<file path="src/rtl/memory_arbiter.sv">
// Multi-CPU arbiter in front of a single-ported RAM: registered round-robin grant
// FSM, data-over-instruction priority per CPU, BUSY timeout and error/abort reporting.
package cpu_types_pkg;
  typedef enum logic [1:0] {
    FREE   = 2'd0,
    BUSY   = 2'd1,
    ACCESS = 2'd2,
    ERROR  = 2'd3
  } ramstate_t;
endpackage

module memory_arbiter
  import cpu_types_pkg::*;
#(
  parameter int CPUS    = 2,
  parameter int AW      = 32,
  parameter int DW      = 32,
  parameter int TIMEOUT = 15
) (
  input  logic              CLK,
  input  logic              RST,
  input  logic [CPUS-1:0]   iREN,
  input  logic [CPUS-1:0]   dREN,
  input  logic [CPUS-1:0]   dWEN,
  input  logic [CPUS*AW-1:0] iaddr,
  input  logic [CPUS*AW-1:0] daddr,
  input  logic [CPUS*DW-1:0] dstore,
  output logic [CPUS-1:0]   iwait,
  output logic [CPUS-1:0]   dwait,
  output logic [CPUS*DW-1:0] iload,
  output logic [CPUS*DW-1:0] dload,
  output logic [CPUS-1:0]   err,
  output logic              ramREN,
  output logic              ramWEN,
  output logic [AW-1:0]     ramaddr,
  output logic [DW-1:0]     ramstore,
  input  logic [DW-1:0]     ramload,
  input  ramstate_t         ramstate,
  output logic [2:0]        gnt_cpu
);

  typedef enum logic {S_IDLE, S_XFER} state_t;
  typedef enum logic [1:0] {CH_DRD, CH_DWR, CH_IRD} chan_t;

  state_t      state_q, state_d;
  chan_t       chan_q, chan_d;
  logic [2:0]  gnt_q, gnt_d;
  logic [2:0]  rr_q, rr_d;
  logic [7:0]  cnt_q, cnt_d;

  logic [CPUS-1:0] dreq;
  logic [AW-1:0]   g_daddr, g_iaddr;
  logic [DW-1:0]   g_dstore;
  logic            g_dreq, g_ireq, live;
  logic            found, end_xfer, ack, fail;
  logic [2:0]      cand;

  assign dreq    = dREN | dWEN;
  assign iload   = {CPUS{ramload}};
  assign dload   = {CPUS{ramload}};
  assign gnt_cpu = gnt_q;

  // (v + step) mod CPUS, valid for v < CPUS and step < CPUS
  function automatic logic [2:0] wrap_inc(input logic [2:0] v, input int step);
    int s;
    s = int'(v) + step;
    if (s >= CPUS) s = s - CPUS;
    return 3'(s);
  endfunction

  always_comb begin
    g_daddr  = '0;
    g_iaddr  = '0;
    g_dstore = '0;
    g_dreq   = 1'b0;
    g_ireq   = 1'b0;
    for (int c = 0; c < CPUS; c++) begin
      if (gnt_q == 3'(c)) begin
        g_daddr  = daddr[c*AW +: AW];
        g_iaddr  = iaddr[c*AW +: AW];
        g_dstore = dstore[c*DW +: DW];
        g_dreq   = dreq[c];
        g_ireq   = iREN[c];
      end
    end
  end

  // NOTE: every output and next-state variable is defaulted first so no path leaves one unassigned (no latches).
  always_comb begin
    state_d  = state_q;
    chan_d   = chan_q;
    gnt_d    = gnt_q;
    rr_d     = rr_q;
    cnt_d    = cnt_q;
    iwait    = '1;
    dwait    = '1;
    err      = '0;
    ramREN   = 1'b0;
    ramWEN   = 1'b0;
    ramaddr  = '0;
    ramstore = '0;
    found    = 1'b0;
    end_xfer = 1'b0;
    ack      = 1'b0;
    fail     = 1'b0;
    cand     = '0;
    live     = (chan_q == CH_IRD) ? g_ireq : g_dreq;

    case (state_q)
      S_IDLE: begin
        gnt_d = '0;
        cnt_d = '0;
        for (int i = 0; i < CPUS; i++) begin
          cand = wrap_inc(rr_q, i);
          for (int c = 0; c < CPUS; c++) begin
            if (!found && cand == 3'(c) && (dreq[c] || iREN[c])) begin
              found  = 1'b1;
              gnt_d  = cand;
              chan_d = !dreq[c] ? CH_IRD : (dWEN[c] ? CH_DWR : CH_DRD);
            end
          end
        end
        if (found) state_d = S_XFER;
      end

      S_XFER: begin
        // Enables are gated by the live request so a dropped request never reaches the RAM.
        ramREN   = live && (chan_q != CH_DWR);
        ramWEN   = live && (chan_q == CH_DWR);
        ramaddr  = (chan_q == CH_IRD) ? g_iaddr : g_daddr;
        ramstore = g_dstore;

        if (!live) begin
          end_xfer = 1'b1;
        end else if (ramstate == ACCESS) begin
          end_xfer = 1'b1;
          ack      = 1'b1;
        end else if (ramstate == ERROR || cnt_q == 8'(TIMEOUT)) begin
          end_xfer = 1'b1;
          ack      = 1'b1;
          fail     = 1'b1;
        end else begin
          cnt_d = cnt_q + 8'd1;
        end

        for (int c = 0; c < CPUS; c++) begin
          if (ack && gnt_q == 3'(c)) begin
            if (chan_q == CH_IRD) iwait[c] = 1'b0;
            else                  dwait[c] = 1'b0;
            err[c] = fail;
          end
        end

        if (end_xfer) begin
          state_d = S_IDLE;
          rr_d    = wrap_inc(gnt_q, 1);
          gnt_d   = '0;
          cnt_d   = '0;
        end
      end

      default: state_d = S_IDLE;
    endcase
  end

  // NOTE: sequential state uses non-blocking assignments so all registers update together at the edge.
  always_ff @(posedge CLK) begin
    if (RST) begin
      state_q <= S_IDLE;
      chan_q  <= CH_DRD;
      gnt_q   <= '0;
      rr_q    <= '0;
      cnt_q   <= '0;
    end else begin
      state_q <= state_d;
      chan_q  <= chan_d;
      gnt_q   <= gnt_d;
      rr_q    <= rr_d;
      cnt_q   <= cnt_d;
    end
  end

endmodule

</file>
<file path="config.mk">
export PLATFORM = sky130hd
export DESIGN_NAME = memory_arbiter
export DESIGN_NICKNAME = d
export VERILOG_FILES = /design/src/rtl/memory_arbiter.sv
export SDC_FILE = /design/constraint.sdc
export NUM_CORES = 1
export LEC_CHECK = 0
export ABC_CLOCK_PERIOD_IN_PS = 5200
export CAP_MARGIN = 20
export CELL_PAD_IN_SITES_DETAIL_PLACEMENT = 0
export CELL_PAD_IN_SITES_GLOBAL_PLACEMENT = 1
export CORE_AREA = 2 2 171 173
export DETAILED_ROUTE_END_ITERATION = 12
export DIE_AREA = 0 0 173 175
export PLACE_DENSITY = 0.7
export SETUP_SLACK_MARGIN = 0.5
export SLEW_MARGIN = 40
export SYNTH_ARGS = -nofsm -noshare
export SYNTH_HDL_FRONTEND = slang
export SYNTH_SLANG_ARGS = --single-unit
</file>
<file path="constraint.sdc">
create_clock -name CLK -period 5.2 [get_ports CLK]
set_input_delay 0.78 -clock CLK [delete_from_list [all_inputs] [get_ports CLK]]
set_output_delay 0.78 -clock CLK [all_outputs]
set_load 0.02 [all_outputs]
</file>
==> impl_metrics.ini <==
[run_status]
outcome = finished, final reports clean

[layout]
nets = 840
area_delta_synth_final_pct = 68.5
num-fill-cells = 3218
diodes = 0
final_cell_mix = 276 x clkdlybuf4s50_1, 97 x a22oi_1, 49 x nor2_1, 32 x o22ai_1, 17 x dfxtp_1
design_area_um2 = 5640
final_common_cell = clkdlybuf4s50_1
drive_above_1_share_pct = 4.19
fin_util_pct = 19.9

[critical_path]
crit_fanout = 91
start_kind = flip-flop
worstPathArrival_ps = 3090
r2r_start = rr_q[0]
r2r_slack_ps = 2960
reg2reg_depth = 7
worstSetupPathType = flip-flop to output port
crit_path_start = gnt_cpu[1]
reg2reg_to = chan_q[0]
required_ps = 4420
critPathCaptureType = output port

[clocking]
clock_sink_count = 17
cts_buffer_depth = 2
ctsRootBufferMaster = clkbuf_16
insertion_delay_ps = 250
cts-htree-levels = 1
post_cts_buffers = 0
cts_tree = yes
clk_pin_slew_ps = 50
cts_buffers = 3
hold_buffers = 0
cts-resized-gates = 0

[synthesis]
synth_top_area_share_pct = 28.9
synth_cell_types = 45
yosysWarningCount = 0
async_flop_share_pct = 0
synth_edf_count = 0
ys_ff_latch = 17
syn_area_um2 = 3350
syn_inst = 472
yosysTopAreaCell = buf_4
ys.flop_type = dfxtp_1
synth_fp_nets = 715
ys_seq_area_share_pct = 10.2
avgSynthCellArea_um2 = 7.10
ys_top_cells_by_area = buf_4 29%, a22oi_1 22%, dfxtp_1 10%, o22ai_1 6.0%, nor2_1 5.5%

[grt]
overflow = 0
grt_usage_pct = 9.84
grt_pass1_wl_um = 23500
antenna_found_initial = 0
grt_pass1_vias = 3874
grt_max_degree = 92

[timing]
whs_ps = 446
maxSlewViolCount = 0
max_slew_margin_pct = 49.7
rsz0062_at_grt = no
fmax_mhz = 259
skew_ps = 2.39
finalSetupViolations = 0
worst_pin_slew_ps = 754
period_share_pct = 74.4
tns_ps = 0
final_hold_viol_count = 0
fin_crit_ps = 3870

[floorplan]
initial_core_util_pct = 11.8
floorplan.die.height_um = 175
die_x_um = 173
num_io_pins = 437
die_area_um2 = 30300
core_um2 = 28400
fp-row-count = 62

[pwr]
p_sw_share_pct = 48.3
power.leakage_nw = 1.99
power.internal_mw = 0.813
ir_drop_mv = 0.205
p_clk_share_pct = 9.7
power_switching_mw = 0.760
total_power_mw = 1.57
p_per_area_nw_per_um2 = 279
combPwrFrac_pct = 78.8
seqPwrFrac_pct = 11.5

[detailed_routing]
wl_per_cell_um = 16.6
postRouteAntennaNets = 0
vias = 3847
drt-initial-drc-count = 217
first_pass_iters = 4
wirelength_um = 16200
via_per_inst = 3.93
drc = 0

[placed_design]
post-dp-hpwl_um = 13200
placed_cell_area_um2 = 5560
routabilityCongestion = 0.772
io_buffers = 276

[worst_hold_path]
hold_class = flip-flop to flip-flop
min_to = cnt_q[0]
hp-start = cnt_q[0]
whs_path_depth = 1

[flow_run]
maxCapViolations = 0
-- worst max-delay path, cell delays in order, from the launching register on --
cell and delay (ps):
dfxtp_1 420, inv_1 110, ha_1 260, nor3b_4 490, buf_12 350, a22oi_1 220, o22ai_1 220, clkdlybuf4s50_1 640
-- kinds of logic (layout without fill, tap and decap cells) --
kind of cell,after synthesis,after routing,share of synthesized area (%)
AO/OA/AOI/OAI,164,164,34.7
XOR/XNOR,10,10,2.61
adder cells (fa/ha/maj),9,9,3.36
buffers and inverters,175,299,34.4
flip-flops,17,17,10.2
AND/OR/NAND/NOR,97,97,14.8
-- metal layers --
metal / share of wire, % / vias to the layer above / GRT usage (%)
li1: - / 1847 / -
met5: 0 / - / 0
met1: 40 / 1766 / 11.5
met4: 0.54 / 0 / 1.20
met2: 51 / 230 / 17.8
met3: 8.7 / 4 / 3.37
-- how the worst max path moves through the flow --
stage	end	slack, ps
after floorplan	err[0]	2390
after global placement	dwait[0]	1510
after detailed placement	ramaddr[8]	1500
after CTS	ramaddr[8]	1220
after global routing	ramaddr[8]	1080
final	ramaddr[10]	1330
-- stage by stage --
step                      instances  setup WS [ps]
after floorplan                 472           2390
after global placement          976           1510
after detailed placement        976           1500
after CTS                       980           1220
after global routing            980           1080
final                           980           1330
-- power by group through the flow --
stage          Combinational [mW]  Sequential, mW  Clock (mW)
2_1_floorplan               0.838           0.169           0
5_1_grt                      1.35           0.186       0.162
6_report                     1.24           0.181       0.153
3_5_place_dp                 1.26           0.185           0
4_1_cts                      1.26           0.182       0.156
3_3_place_gp                 1.26           0.185           0
-- flip-flops by register name, indices dropped and copies added, names as in the netlist --
name     count
gnt_cpu      3
chan_q       2
state_q      1
rr_q         3
cnt_q        8
-- final cells by class --
class / count / area [um^2] / share of cell area [%]
clock inverters: 1 / 5.00 / 0.0887
inverters: 12 / 45.0 / 0.798
repair buffers: 283 / 2830 / 50.1
multi-input cells: 280 / 1870 / 33.1
clock buffers: 3 / 75.1 / 1.33
flip-flops and latches: 17 / 340 / 6.03
well taps: 384 / 480 / 8.51
-- Yosys cell counts, types with 7 or more instances --
| cell type | number |
|---|---|
| clkbuf_1 | 18 |
| buf_1 | 7 |
| inv_1 | 12 |
| a21oi_1 | 11 |
| nand3_1 | 9 |
| buf_2 | 8 |
| o21ai_0 | 8 |
| dfxtp_1 | 17 |
| a22oi_1 | 97 |
| buf_4 | 129 |
| ha_1 | 9 |
| nor2_1 | 49 |
| o22ai_1 | 32 |
No activity file was read; power rests on OpenSTA's default activity.
